==> config.mk <==
export PLATFORM = sky130hd
export DESIGN_NAME = pc_stack_counter_flat
export DESIGN_NICKNAME = d
export VERILOG_FILES = /design/src/rtl/pc_stack_counter_if.sv /design/src/rtl/pc_stack_counter.sv /design/src/flat_wrapper.sv
export SDC_FILE = /design/constraint.sdc
export NUM_CORES = 1
export LEC_CHECK = 0
export ABC_AREA = 1
export BUFFER_PORTS_ARGS = -buffer_cell sky130_fd_sc_hd__buf_4
export CORE_UTILIZATION = 60
export CTS_CLUSTER_SIZE = 12
export DETAILED_ROUTE_END_ITERATION = 6
export PLACE_DENSITY = 0.88
export SETUP_SLACK_MARGIN = 0.05
export SYNTH_ARGS = -nofsm -noshare
export SYNTH_HDL_FRONTEND = slang
export SYNTH_SLANG_ARGS = --single-unit
==> constraint.sdc <==
create_clock -name Clock -period 6.23 [get_ports Clock]
set_clock_uncertainty 0.2 [all_clocks]
set_input_delay 1.246 -clock Clock [delete_from_list [all_inputs] [get_ports Clock]]
set_output_delay 1.246 -clock Clock [all_outputs]
set_load 0.1 [all_outputs]
==> src/rtl/pc_stack_counter_if.sv <==
// pc_stack_counter_if: control inputs and PC/stack status outputs of the program counter
interface pc_stack_counter_if #(
    parameter int WIDTH = 5,
    parameter int STACK_DEPTH = 4
);
    localparam int DW = $clog2(STACK_DEPTH + 1);
    logic             Clear;
    logic             Up;
    logic             Load;
    logic             Branch;
    logic             Call;
    logic             Ret;
    logic [WIDTH-1:0] Target;
    logic [WIDTH-1:0] Offset;
    logic [WIDTH-1:0] O;
    logic [DW-1:0]    Depth;
    logic             Full;
    logic             Empty;
    logic             StackErr;
    modport master (
        output Clear, Up, Load, Branch, Call, Ret, Target, Offset,
        input  O, Depth, Full, Empty, StackErr
    );
    modport slave (
        input  Clear, Up, Load, Branch, Call, Ret, Target, Offset,
        output O, Depth, Full, Empty, StackErr
    );
endinterface

==> src/rtl/pc_stack_counter.sv <==
// pc_stack_counter: program counter with jump, relative branch and a return-address stack
module pc_stack_counter #(
    parameter int WIDTH = 5,
    parameter int STACK_DEPTH = 4,
    parameter logic [WIDTH-1:0] RESET_VALUE = '0
) (
    input logic Clock,
    input logic Reset_n,
    pc_stack_counter_if.slave bus
);
    localparam int DW = $clog2(STACK_DEPTH + 1);
    localparam logic [DW-1:0] FULL_DEPTH = DW'(STACK_DEPTH);
    logic [WIDTH-1:0] pc, pc_next, top, ret_addr;
    logic [DW-1:0]    depth, depth_next;
    logic             err, err_next, push;
    logic [WIDTH-1:0] stack [STACK_DEPTH];
    assign ret_addr = pc + WIDTH'(1);
    // select the entry just below depth; falls back to pc when the stack is empty
    always_comb begin
        top = pc;
        for (int i = 0; i < STACK_DEPTH; i++)
            if (DW'(i + 1) == depth) top = stack[i];
    end
    // one action per cycle in priority order Clear > Ret > Call > Load > Branch > Up
    always_comb begin
        pc_next = pc;
        depth_next = depth;
        err_next = err;
        push = 1'b0;
        if (bus.Clear) begin
            pc_next = RESET_VALUE;
            depth_next = '0;
            err_next = 1'b0;
        end else if (bus.Ret) begin
            if (depth == '0) begin
                err_next = 1'b1;
            end else begin
                pc_next = top;
                depth_next = depth - DW'(1);
            end
        end else if (bus.Call) begin
            if (depth == FULL_DEPTH) begin
                err_next = 1'b1;
            end else begin
                push = 1'b1;
                pc_next = bus.Target;
                depth_next = depth + DW'(1);
            end
        end else if (bus.Load) begin
            pc_next = bus.Target;
        end else if (bus.Branch) begin
            pc_next = pc + bus.Offset;
        end else if (bus.Up) begin
            pc_next = ret_addr;
        end
    end
    // architectural state; reset overrides every control input
    always_ff @(posedge Clock) begin
        if (!Reset_n) begin
            pc <= RESET_VALUE;
            depth <= '0;
            err <= 1'b0;
        end else begin
            pc <= pc_next;
            depth <= depth_next;
            err <= err_next;
        end
    end
    // return-address storage; contents are don't-care after reset so it carries no reset
    always_ff @(posedge Clock) begin
        for (int i = 0; i < STACK_DEPTH; i++)
            if (push && Reset_n && DW'(i) == depth) stack[i] <= ret_addr;
    end
    assign bus.O = pc;
    assign bus.Depth = depth;
    assign bus.Full = depth == FULL_DEPTH;
    assign bus.Empty = depth == '0;
    assign bus.StackErr = err;
endmodule

==> src/flat_wrapper.sv <==
// flat-port wrapper written by rule: the top's interface ports become plain ports
module pc_stack_counter_flat 
#(
    parameter int WIDTH = 5,
    parameter int STACK_DEPTH = 4,
    parameter logic [WIDTH-1:0] RESET_VALUE = '0
)
  (Clock, Reset_n, bus_Clear, bus_Up, bus_Load, bus_Branch, bus_Call, bus_Ret, bus_Target, bus_Offset, bus_O, bus_Depth, bus_Full, bus_Empty, bus_StackErr);
  pc_stack_counter_if #(.WIDTH(WIDTH), .STACK_DEPTH(STACK_DEPTH)) bus_i ();
  input logic Clock;
  input logic Reset_n;
  input wire logic [$bits(bus_i.Clear)-1:0] bus_Clear;
  input wire logic [$bits(bus_i.Up)-1:0] bus_Up;
  input wire logic [$bits(bus_i.Load)-1:0] bus_Load;
  input wire logic [$bits(bus_i.Branch)-1:0] bus_Branch;
  input wire logic [$bits(bus_i.Call)-1:0] bus_Call;
  input wire logic [$bits(bus_i.Ret)-1:0] bus_Ret;
  input wire logic [$bits(bus_i.Target)-1:0] bus_Target;
  input wire logic [$bits(bus_i.Offset)-1:0] bus_Offset;
  output wire logic [$bits(bus_i.O)-1:0] bus_O;
  output wire logic [$bits(bus_i.Depth)-1:0] bus_Depth;
  output wire logic [$bits(bus_i.Full)-1:0] bus_Full;
  output wire logic [$bits(bus_i.Empty)-1:0] bus_Empty;
  output wire logic [$bits(bus_i.StackErr)-1:0] bus_StackErr;
  assign bus_i.Clear = bus_Clear;
  assign bus_i.Up = bus_Up;
  assign bus_i.Load = bus_Load;
  assign bus_i.Branch = bus_Branch;
  assign bus_i.Call = bus_Call;
  assign bus_i.Ret = bus_Ret;
  assign bus_i.Target = bus_Target;
  assign bus_i.Offset = bus_Offset;
  assign bus_O = bus_i.O;
  assign bus_Depth = bus_i.Depth;
  assign bus_Full = bus_i.Full;
  assign bus_Empty = bus_i.Empty;
  assign bus_StackErr = bus_i.StackErr;
  pc_stack_counter #(.WIDTH(WIDTH), .STACK_DEPTH(STACK_DEPTH), .RESET_VALUE(RESET_VALUE)) u_core (.Clock(Clock), .Reset_n(Reset_n), .bus(bus_i));
endmodule
==> reports/qor.yml <==
status: "complete, no violations"
number_of_global_route_vias_before_repair: 1429
fmax_ghz: 0.307
fp.dieW_microns: 56.1
maximum_ir_drop_on_the_vdd_rail_uv: 285
slew_headroom: 0.538
crit_type: "register to primary output"
finalWorstSetupSlack_ns: 2.98
insertion_delay_ns: 0.32
critPathCapture: "bus_Full"
antenna_found_initial: 0
n_antenna_cell: 0
grt_max_degree: 13
finalHoldViolations: 0
ports: 29
cp_data_required_time_ns: 4.78
initial_util: 0.637
max-clock-path-buffers: 2
num_vias: 1503
rrSetupSlack_ns: 3.74
flop_pwr_share: 0.437
synth_area_per_cell_sq_um: 8.13
timing.final.setup_violations: 0
rsz_0062_raised_after_global_routing: "no"
finalMaxSlewViolations: 0
die-area_sq_um: 3150
syn_inst: 216
vias_per_cell: 5.37
drive_above_1_share: 0.185
cts_max_level: 2
timing.critical_path.depth: 5
area_delta_synth_final_pct: 17.7
std_cell_rows: 19
regToRegEndpoint: "u_core.stack[1][2]$_DFFE_PP_"
clk_network_pwr_share: 0.326
layout.core_utilization: 0.750
cts_sinks: 29
netlist_area_sq_um: 1760
int_pwr_uw: 342
r2r.worst_path.cells: 5
tightest_slew_ns: 0.688
placed_cells: 272
timing.critical_path.from: "u_core.bus.Depth[0]$_SDFFE_PP0P_"
cts_tree: "yes"
rr_startpoint: "u_core.bus.Depth[0]$_SDFFE_PP0P_"
timing.hold.worst_path_depth: 2
start_kind: "register"
drtPass1Iterations: 4
drc_violation_count_after_routing: 0
p_sw_uw: 157
tritoncts.num_buffers: 5
drt.antenna.violating_nets: 0
worstSetupEndpointType: "primary output"
multiInputGateArea_sq_um: 821
power_per_cell_area_nw_per_um2: 241
synth.distinct_cells: 26
post_drt_wl_per_cell_microns: 13.3
critical_path_peak_fanout: 12
crit_path_top_delay_cell: "sky130_fd_sc_hd__dfxtp_1"
critical_path_at_ns: 1.81
cts_resized: 0
timing.critical_path.cells: "inv_1 -> ha_1 -> nand2_1 -> inv_1 -> buf_4"
worst_setup_hold_path_clk_slew_ns: 0.09
fraction_of_met1_tracks_used_by_global_routing: 0.349
track_usage: 0.259
stdcell_count: 280
grt_pass1_wl_microns: 6240
global_route.overflow_total: 0
number_of_flip_flops_and_latches_in_the_synthesized_netlist: 29
clockRootBuffer: "sky130_fd_sc_hd__clkbuf_4"
postCtsHoldBufs: 0
global_route.usage.met3: 0.0605
yosysWarningCount: 0
critPathMaxStageDelay_ns: 0.43
crit_family: "buffers and inverters"
seq_area_frac_synth: 0.444
hpwl_microns: 2890
cap_viol_max_count: 0
die_h_microns: 56.1
place.port_buffers: 28
met2_routing_resource_usage_after_global_routing: 0.415
wl_microns: 3740
fin_setup_tns_ns: 0
final-seq-area_sq_um: 781
placer_congestion: 0.826
leak_pwr_uw: 0.000992
drt_iter0_drc: 94
pre_cts_ws_ns: 3.06
placeableCoreArea_sq_um: 2760
worst_path_most_repeated_cell: "sky130_fd_sc_hd__inv_1"
switching_share: 0.314
layout.nets: 278
num-fill-cells: 217
grt_busiest_layer: "met2"
combinational_fraction_of_design_power: 0.238
path_buf_inv: 3
post_cts_buffers: 0
final.period_utilization: 0.522
syn-num-nets: 246
period_minus_slack_ns: 3.25
worstHoldPathType: "register to register"
==> synthesized netlist by cell type (all sizes together) <==
master,number,share of area
fa,1,0.011
xor2,2,0.010
o21bai,2,0.0085
edfxtp,20,0.34
nand2,55,0.13
o21ai,15,0.043
nand4,4,0.014
a211oi,1,0.0043
a31oi,3,0.011
xnor2,1,0.0050
a21oi,10,0.028
inv,34,0.073
or2,1,0.0036
nand3,13,0.040
nor3,2,0.0057
nor2,26,0.060
ha,11,0.078
buf,3,0.016
dfxtp,9,0.10
o211ai,3,0.013
==> final cells by class <==
type | instances | share of cell area
Clock inverter | 2 | 0.0182
Tap cell | 31 | 0.0188
Multi-Input combinational cell | 150 | 0.397
Inverter | 34 | 0.0617
Sequential cell | 29 | 0.378
Clock buffer | 6 | 0.0248
Timing Repair Buffer | 28 | 0.102
==> power by group through the flow <==
stage | logic (uW) | clock network (uW) | registers (uW)
floorplan | 63.7 | 0 | 246
global placement | 116 | 0 | 222
detailed placement | 118 | 0 | 222
CTS | 119 | 164 | 218
global route | 129 | 171 | 219
finish | 119 | 163 | 218
==> through the flow <==
stage / hold slack, ns / cell area, sq um / total power, uW
global route: 0.337 / 2070 / 519
detailed placement: 0.275 / 1980 / 340
finish: 0.293 / 2070 / 499
CTS: 0.299 / 2070 / 500
floorplan: 0.406 / 1760 / 310
global placement: 0.278 / 1980 / 338
==> layer usage <==
metal | wire, microns | up-vias
met3 | 267 | 7
met4 | 69 | 0
met2 | 1770 | 52
li1 | - | 771
met5 | 0 | -
met1 | 1630 | 673
==> worst min path at each step <==
stage                                     start                          endpoint
5_1_grt        u_core.bus.StackErr$_SDFFE_PP0P_  u_core.bus.StackErr$_SDFFE_PP0P_
3_5_place_dp   u_core.bus.StackErr$_SDFFE_PP0P_  u_core.bus.StackErr$_SDFFE_PP0P_
4_1_cts        u_core.bus.StackErr$_SDFFE_PP0P_  u_core.bus.StackErr$_SDFFE_PP0P_
2_1_floorplan      u_core.stack[3][0]$_DFFE_PP_      u_core.bus.O[0]$_SDFFE_PP0P_
6_report       u_core.bus.StackErr$_SDFFE_PP0P_  u_core.bus.StackErr$_SDFFE_PP0P_
3_3_place_gp   u_core.bus.StackErr$_SDFFE_PP0P_  u_core.bus.StackErr$_SDFFE_PP0P_
==> placed cells by master (no fill, tap or decap), drive strengths merged, types with 9 or more instances in the layout <==
cell type / count
buf: 28
nor2: 26
inv: 34
nand2: 55
ha: 11
a21oi: 10
nand3: 13
o21ai: 15
edfxtp: 20
dfxtp: 9
==> tightest hold or removal path: cells and delay by family, from the launching register on <==
family,cells,cell delay [ns]
buffers and inverters,1,0.04
AO/OA/AOI/OAI,1,0.08
flip-flops,1,0.34
==> sequential cells by signal (all words and copies together) (netlist names) <==
register             flops
u_core.bus.StackErr      1
u_core.stack            20
u_core.bus.O             5
u_core.bus.Depth         3
==> cell families (layout without fill, tap and decap cells) <==
group / Yosys count / in the layout / share of synthesized area
AND/OR/NAND/NOR: 101 / 101 / 0.255
buffers and inverters: 37 / 70 / 0.0883
AO/OA/AOI/OAI: 34 / 34 / 0.108
flip-flops: 29 / 29 / 0.444
adder cells (fa/ha/maj): 12 / 12 / 0.0897
XOR/XNOR: 3 / 3 / 0.0150
Note: power is estimated with default switching activity, not from simulation.
